==> src/rtl/vga_rom_scheduler.sv <==
// Shares one synchronous image ROM between the VGA display fetch and two
// round-robin game requesters, using four clock slots per pixel period.
module vga_rom_scheduler #(
    parameter int ADDR_W      = 15,
    parameter int DATA_W      = 8,
    parameter int IMG_W       = 160,
    parameter int IMG_H       = 120,
    parameter int SCALE_SHIFT = 2,
    parameter int DISP_SLOT   = 1,
    parameter logic [DATA_W-1:0] BG_COLOR = {DATA_W{1'b0}}
) (
    input  logic              clk,
    input  logic              reset,
    input  logic              p_tick,
    input  logic              video_on,
    input  logic [9:0]        pixel_x,
    input  logic [9:0]        pixel_y,
    input  logic [1:0]        req,
    input  logic [ADDR_W-1:0] req0_addr,
    input  logic [ADDR_W-1:0] req1_addr,
    output logic [1:0]        gnt,
    output logic [1:0]        rd_valid,
    output logic [DATA_W-1:0] rd_data,
    output logic              rom_en,
    output logic [ADDR_W-1:0] rom_addr,
    input  logic [DATA_W-1:0] rom_data,
    output logic [DATA_W-1:0] pix_data,
    output logic              pix_valid
);

    // Handshake: a requester holds req[i] with a stable address until gnt[i]
    // pulses; gnt[i] is the only acceptance. Exactly one rd_valid[i] pulse
    // follows two clocks later and cannot be stalled.

    localparam logic [1:0] DISP_SLOT_L = 2'(DISP_SLOT);

    logic              p_tick_d;
    logic [1:0]        slot;
    logic              rr_ptr;
    logic [ADDR_W-1:0] rom_addr_q;

    // First pipeline stage tag {disp, req0, req1}, plus out-of-image flag.
    logic              s1_disp;
    logic              s1_bg;
    logic [1:0]        s1_gnt;

    logic              pix_start;
    logic [31:0]       ix;
    logic [31:0]       iy;
    logic              in_image;
    logic [ADDR_W-1:0] disp_addr;

    logic              disp_turn;
    logic              disp_bg;
    logic              issue_en;
    logic [1:0]        gnt_c;
    logic [ADDR_W-1:0] addr_c;
    logic              rr_next;
    logic              winner;

    always_comb begin
        pix_start = p_tick & ~p_tick_d;
        ix        = 32'(pixel_x) >> SCALE_SHIFT;
        iy        = 32'(pixel_y) >> SCALE_SHIFT;
        in_image  = (ix < IMG_W) && (iy < IMG_H);
        disp_addr = ADDR_W'(iy * IMG_W + ix);
    end

    always_comb begin
        disp_turn = 1'b0;
        disp_bg   = 1'b0;
        issue_en  = 1'b0;
        gnt_c     = 2'b00;
        addr_c    = rom_addr_q;
        rr_next   = rr_ptr;
        winner    = 1'b0;
        // Combinational outputs stay quiet while reset is held.
        if (reset) begin
            if (slot == DISP_SLOT_L && video_on) begin
                disp_turn = 1'b1;
                if (in_image) begin
                    issue_en = 1'b1;
                    addr_c   = disp_addr;
                end else begin
                    disp_bg  = 1'b1;
                end
            end else if (req != 2'b00) begin
                if (req == 2'b11) begin
                    winner = rr_ptr;
                end else begin
                    winner = ~req[0];
                end
                issue_en = 1'b1;
                gnt_c    = winner ? 2'b10 : 2'b01;
                addr_c   = winner ? req1_addr : req0_addr;
                rr_next  = ~winner;
            end
        end
    end

    assign gnt      = gnt_c;
    assign rom_en   = issue_en;
    assign rom_addr = addr_c;

    always_ff @(posedge clk or negedge reset) begin
        if (!reset) begin
            p_tick_d   <= 1'b0;
            slot       <= 2'd0;
            rr_ptr     <= 1'b0;
            rom_addr_q <= '0;
            s1_disp    <= 1'b0;
            s1_bg      <= 1'b0;
            s1_gnt     <= 2'b00;
            rd_valid   <= 2'b00;
            rd_data    <= '0;
            pix_valid  <= 1'b0;
            pix_data   <= BG_COLOR;
        end else begin
            p_tick_d   <= p_tick;
            slot       <= pix_start ? 2'd0 : slot + 2'd1;
            rr_ptr     <= rr_next;
            rom_addr_q <= addr_c;
            s1_disp    <= disp_turn;
            s1_bg      <= disp_bg;
            s1_gnt     <= gnt_c;
            // ROM data for a read issued last cycle is present now.
            rd_valid   <= s1_gnt;
            if (s1_gnt != 2'b00) begin
                rd_data <= rom_data;
            end
            pix_valid  <= s1_disp;
            if (s1_disp) begin
                pix_data <= s1_bg ? BG_COLOR : rom_data;
            end
        end
    end

endmodule

==> config.mk <==
export PLATFORM = sky130hd
export DESIGN_NAME = vga_rom_scheduler
export DESIGN_NICKNAME = d
export VERILOG_FILES = /design/src/rtl/vga_rom_scheduler.sv
export SDC_FILE = /design/constraint.sdc
export NUM_CORES = 1
export LEC_CHECK = 0
export ABC_CLOCK_PERIOD_IN_PS = 3000
export BUFFER_PORTS_ARGS = -buffer_cell sky130_fd_sc_hd__buf_4
export CAP_MARGIN = 20
export CORE_UTILIZATION = 48
export DETAILED_ROUTE_END_ITERATION = 10
export PLACE_DENSITY = 0.89
export SYNTH_ARGS = -nofsm -noshare
export SYNTH_HDL_FRONTEND = slang
export SYNTH_SLANG_ARGS = --single-unit
==> constraint.sdc <==
create_clock -name clk -period 3 [get_ports clk]
set_clock_uncertainty 0.05 [all_clocks]
set_input_delay 0.3 -clock clk [delete_from_list [all_inputs] [get_ports clk]]
set_output_delay 0.3 -clock clk [all_outputs]
set_load 0.03 [all_outputs]
==> results of run 1 <==
flip-flops by register name, indices dropped and copies added (netlist names):
name        flops
p_tick_d        1
s1_disp         1
pix_data        8
rd_valid        2
rom_addr_q     15
s1_bg           1
slot            2
rd_data         8
pix_valid       1
s1_gnt          2
rr_ptr          1
worst max path at each step:
stage	endpoint	slack [ns]	cells past startpoint
finish	rom_addr[14]	0.10	13
floorplan	rom_addr[13]	0.15	10
global placement	rom_addr[12]	0.04	11
CTS	rom_addr[14]	0.04	13
global route	rom_addr[14]	-0.03	13
detailed placement	rom_addr[14]	-0.003	11
logic make-up after synthesis:
family,Yosys count
AO/OA/AOI/OAI,54
adder cells (fa/ha/maj),18
AND/OR/NAND/NOR,68
flip-flops,42
multiplexers,10
buffers and inverters,27
XOR/XNOR,10
cells in the final DEF, fill, tap and decap left out, types with 2 or more instances in the layout:
master,Yosys,layout
a21oi_1,6,6
a221o_1,2,2
a222oi_1,7,7
a22oi_1,6,6
and3_1,3,3
buf_4,0,103
clkbuf_8,0,6
dfrtp_1,42,42
ha_1,16,16
inv_1,20,20
mux2_2,8,8
mux2i_1,2,2
nand2_1,23,23
nand3_1,3,3
nand3b_1,8,8
nor2_1,14,14
nor2b_1,6,5
o211ai_1,2,2
o21ai_0,12,12
o21ai_1,6,6
o221ai_1,2,2
xnor2_1,5,5
xor2_1,4,4
power by group through the flow:
stage / clock [W] / combinational (W) / sequential [W]
6_report: 0.000442 / 0.00109 / 0.000811
5_1_grt: 0.000480 / 0.00117 / 0.000830
4_1_cts: 0.000452 / 0.00106 / 0.000811
3_5_place_dp: 0 / 0.00106 / 0.000822
3_3_place_gp: 0 / 0.00103 / 0.000811
2_1_floorplan: 0 / 0.000463 / 0.000990
through the flow:
stage                 TNS, ns  total power, W  hold WS (ns)  worst slack [ns]
floorplan                   0        0.001453      -0.04559            0.1521
global placement            0        0.001844        0.1099           0.03897
detailed placement  -0.005062        0.001879        0.1147         -0.002677
CTS                         0        0.002327       0.06770           0.04092
global route         -0.02605        0.002481       0.05955          -0.02605
finish                      0        0.002345       0.07529            0.1015
what timing repair did:
item | 4_1_cts | 5_1_grt
resized for setup | 1 | 8
gates cloned | 0 | 0
hold endpoints to repair | 11 | 0
pin swaps | 0 | 4
endpoints found under the setup margin | 2 | 6
hold buffers | 1 | 0
buffers inserted | 0 | 2
final cells by class:
class	count	area (um^2)
clock buffer	6	82.58
clock inverter	1	30.03
tap	54	67.56
fill	360	1348
timing repair buffer	105	794.5
sequential	42	1051
inverter	21	78.83
multi-input combinational	160	1240
worst max-delay path: stages:
cell	delay, ns
buf_4	0.12
ha_1	0.29
ha_1	0.23
inv_1	0.08
fa_2	0.21
nor2b_2	0.05
buf_4	0.12
o311a_1	0.28
o21ai_1	0.15
a21oi_1	0.13
o211a_1	0.27
nor3_4	0.14
buf_6	0.16
metal layers:
| metal | vias to the layer above | track usage | share of wire |
|---|---|---|---|
| li1 | 1038 | - | - |
| met1 | 1021 | 0.2885 | 0.40 |
| met2 | 81 | 0.4371 | 0.52 |
| met5 | - | 0 | 0 |
| met3 | 15 | 0.05063 | 0.057 |
| met4 | 0 | 0.09150 | 0.025 |
==> impl_metrics.json, run 1 <==
{
  "fin_util": 0.7128,
  "reg2reg_from": "slot[0]",
  "yosys_warnings": 0,
  "row_count": 25,
  "clk_pin_slew_ns": 0.07,
  "clock-sinks": 42,
  "hold_path.class": "in2reg",
  "power.internal_w": 0.001440,
  "portBuffers": 96,
  "postSynthCellCount": 229,
  "grt-ovfl-total": 0,
  "drtIter0Drc": 162,
  "post-place-cells": 379,
  "endpoint_kind": "primary output",
  "cp_max_fo": 3,
  "clk_latency_ns": 0.29,
  "syn_nets": 311,
  "drc": 0,
  "p_seq_frac": 0.346,
  "antenna_found_initial": 0,
  "io_pins": 101,
  "die-area_um2": 5157,
  "synth_top_cells_by_count": "42 x dfrtp_1, 23 x nand2_1, 20 x inv_1, 16 x ha_1, 14 x nor2_1",
  "synth_xor_area_frac": 0.04064,
  "worst_r2r_path_depth": 5,
  "hold_path.startpoint": "p_tick",
  "outcome": "finished clean",
  "die_y_um": 71.82,
  "clockBufferDepth": 2,
  "min_period_over_period": 0.9662,
  "wl_per_cell_um": 15.37,
  "avgSynthCellArea_um2": 10.22,
  "worstMarginPinSlew_ns": 0.6739,
  "wirelength_mm": 5.980,
  "final_max_slew_viol_count": 0,
  "hold_end": "p_tick_d",
  "finalCriticalPeriod_ns": 2.898,
  "grt_max_degree": 32,
  "slew_headroom": 0.5491,
  "critPathKind": "in2out",
  "synth_area_leaders": "dfrtp_1 45%, ha_1 8.6%, mux2_2 3.9%",
  "async_flop_share": 1.000,
  "num_antenna_cells": 0,
  "synth_compound_area_frac": 0.1642,
  "synth_cell_type_count": 45,
  "drv_cap": 0,
  "vias": 2155,
  "ys_ff_latch": 42,
  "cellPowerDensity_nw_per_um2": 701.0,
  "core_um2": 4692,
  "r2r_setup_slack_ns": 0.91,
  "switchingPower_w": 0.0009044,
  "h-tree-depth": 2,
  "comb_power_share": 0.465,
  "grt_pass1_vias": 2183,
  "place_congestion": 0.8405,
  "synthAdderAreaFrac": 0.1027,
  "viasPerCell": 5.540,
  "yosysSeqAreaShare": 0.4492,
  "crit_required_ns": 2.65,
  "cts_buffers": 5,
  "ir_drop_uv": 298.7,
  "finalSetupViolCount": 0,
  "dieWidth_um": 71.82,
  "startpoint": "pixel_y[3]",
  "syn_area_um2": 2340,
  "finalHoldViolCount": 0,
  "synth_top_cell_by_area": "dfrtp_1",
  "yosysTopAreaCellShare": 0.4492,
  "yosys_most_used_dff": "dfrtp_1",
  "place_area_um2": 3157,
  "synth_top_family_by_area": "compound AO/OA/AOI/OAI gates",
  "cts_tree": "done",
  "ant_nets": 0,
  "power.share.clock": 0.189,
  "sw_frac_of_total": 0.3858,
  "holdPathStages": 1,
  "cp_data_arrival_time_ns": 2.55,
  "instances_no_fill": 389,
  "synth-simple-area-share": 0.1513,
  "ctsRootBufferMaster": "clkbuf_8",
  "final_area_um2": 3344,
  "fmax_mhz": 345.0,
  "dp.final_hpwl_mm": 4.599,
  "r2r-end": "rom_addr_q[12]",
  "synth-edff-count": 0,
  "drive_gt1_frac": 0.3910,
  "track_usage": 0.2443,
  "start_util": 0.4987,
  "synth.area.mux_share": 0.04706,
  "power_leakage_nw": 1.680,
  "final_nets": 417,
  "dr.pass1.iters": 7,
  "yosysMostFrequentCell": "dfrtp_1",
  "grt_pass1_wl_mm": 9.763,
  "critPathLaunchType": "primary input",
  "area_growth_pct": 42.94
}
Power figures use the tool's default switching activity.
==> inputs of run 2 (changes only) <==
- CORE_ASPECT_RATIO: unset -> 1.2
- GPL_ROUTABILITY_DRIVEN: unset -> 0
==> run 2 against run 1 <==
- non-clock buffer count up 1
- critical endpoint is now rom_addr[13]
- setup slack got worse by 0.022 ns
- critical path type unchanged
- global-route usage increased by 1.4 points
- highest routed layer unchanged
- combinational power about the same
- final cell count grew 1.5%
- flip-flop and latch count is the same
- die area barely moved
- register-to-register slack lost 0.04 ns
- design area up 1.2%
- via count rose by 1.7%
==> impl_metrics.json, run 2 (synthesis results as in run 1) <==
{
  "nFillCells": 346,
  "die-area_um2": 5159,
  "finalSetupViolCount": 0,
  "multi_input_area_um2": 1247,
  "drc": 0,
  "cts_tree": "done",
  "r2r_setup_slack_ns": 0.87,
  "hold_end": "p_tick_d",
  "dr.pass1.iters": 5,
  "cp_max_fo": 3,
  "grt_pass1_wl_mm": 10.21,
  "worst_r2r_path_depth": 5,
  "ir_drop_uv": 311.8,
  "endpoint_kind": "primary output",
  "power_leakage_nw": 1.696,
  "outcome": "finished clean",
  "place_ws_ns": -0.04765,
  "io_pins": 101,
  "row_count": 27,
  "num_antenna_cells": 0,
  "finalCriticalPeriod_ns": 2.920,
  "grt-ovfl-total": 0,
  "h-tree-depth": 2,
  "clk_latency_ns": 0.29,
  "cellPowerDensity_nw_per_um2": 720.5,
  "grt_max_degree": 36,
  "critPathLaunchType": "primary input",
  "hold_path.class": "in2reg",
  "track_usage": 0.2583,
  "fmax_mhz": 342.4,
  "die_y_um": 78.48,
  "setup_ws_ns": 0.07979,
  "hold_path.startpoint": "p_tick",
  "ctsRootBufferMaster": "clkbuf_8",
  "reg2reg_from": "slot[0]",
  "rsz0062_at_grt": "yes",
  "clockBufferDepth": 2,
  "holdPathStages": 1,
  "power.total_w": 0.002440,
  "antenna_found_initial": 0,
  "final_max_slew_viol_count": 0,
  "min_period_over_period": 0.9734,
  "final_nets": 418,
  "r2r-end": "rom_addr_q[12]",
  "wl_per_cell_um": 15.86,
  "layout_common_cells": "105 x buf_4, 42 x dfrtp_1, 23 x nand2_1",
  "clk_pin_slew_ns": 0.07,
  "cp_data_arrival_time_ns": 2.57,
  "wirelength_mm": 6.263,
  "regArea_um2": 1051,
  "drive_gt1_frac": 0.4065,
  "viasPerCell": 5.549,
  "critPathKind": "in2out",
  "holdWs_ns": 0.07230,
  "ant_nets": 0,
  "drv_cap": 0,
  "layout_commonest_cell": "buf_4",
  "start_util": 0.5055,
  "portBuffers": 96,
  "dieWidth_um": 65.74,
  "vias": 2192,
  "area_growth_pct": 44.71,
  "grt_pass1_vias": 2235,
  "dp.final_hpwl_mm": 4.871,
  "core_um2": 4628,
  "cts_buffers": 5,
  "largest_reg_flops": 15,
  "worstMarginPinSlew_ns": 0.6665,
  "clock-sinks": 42,
  "top_register": "rom_addr_q",
  "drtIter0Drc": 145,
  "slew_headroom": 0.5540,
  "finalHoldViolCount": 0,
  "top_regs": "rom_addr_q: 15 flops, pix_data: 8 flops, rd_data: 8 flops",
  "crit_required_ns": 2.65
}
run 2: cell types whose count changed in the layout (fill, tap and decap cells not counted), sizes merged:
cell    delta
clkinv     +1
bufinv     +1
buf        +1
clkbuf     -1
run 2: power breakdown:
part	switching, W	internal [W]
Combinational	0.000655	0.000444
Clock	0.000196	0.000333
Sequential	0.0000831	0.000728
Total	0.000934	0.00151
run 2: cell type report:
type,instances,share of cell area
multi-input cells,160,0.3684
flip-flops and latches,42,0.3104
repair buffers,106,0.2358
inverters,21,0.02328
well taps,58,0.02143
clock buffers,5,0.02033
clock inverters,3,0.02033
run 2: stage by stage:
step	setup TNS, ns	instance area (um^2)	instances	util
global placement	0	3177	385	0.6864
global route	-0.04872	3386	395	0.7315
finish	0	3386	395	0.7315
CTS	0	3334	394	0.7205
floorplan	0	2345	229	-
detailed placement	-0.08620	3177	385	0.6864
run 2: routing by layer:
layer | part of all wire | global-route usage
met1 | 0.40 | 0.2960
met3 | 0.055 | 0.04506
met5 | 0 | 0
met2 | 0.54 | 0.4816
met4 | 0.0070 | 0.06304
run 2: worst max path at each step:
stage	start	end
6_report	pixel_y[3]	rom_addr[13]
4_1_cts	pixel_y[3]	rom_addr[13]
5_1_grt	pixel_y[3]	rom_addr[12]
3_5_place_dp	pixel_y[3]	rom_addr[13]
3_3_place_gp	pixel_y[3]	rom_addr[12]
2_1_floorplan	pixel_y[3]	rom_addr[13]
run 2: what timing repair did:
item | CTS | global route
hold buffers | 1 | 0
pin swaps | 0 | 3
resized for setup | 2 | 9
setup buffers | 0 | 1
endpoints found under the hold margin | 8 | 0
setup endpoints to repair | 2 | 10
cloned | 0 | 0
run 2: worst max-delay path, cell delays in order:
cell      delay, ns
buf_4          0.12
ha_1           0.29
ha_1           0.23
inv_2          0.07
fa_2           0.44
buf_4          0.16
nor3_2         0.25
nand3_1        0.13
xor2_1         0.17
o221ai_2       0.21
buf_4          0.20
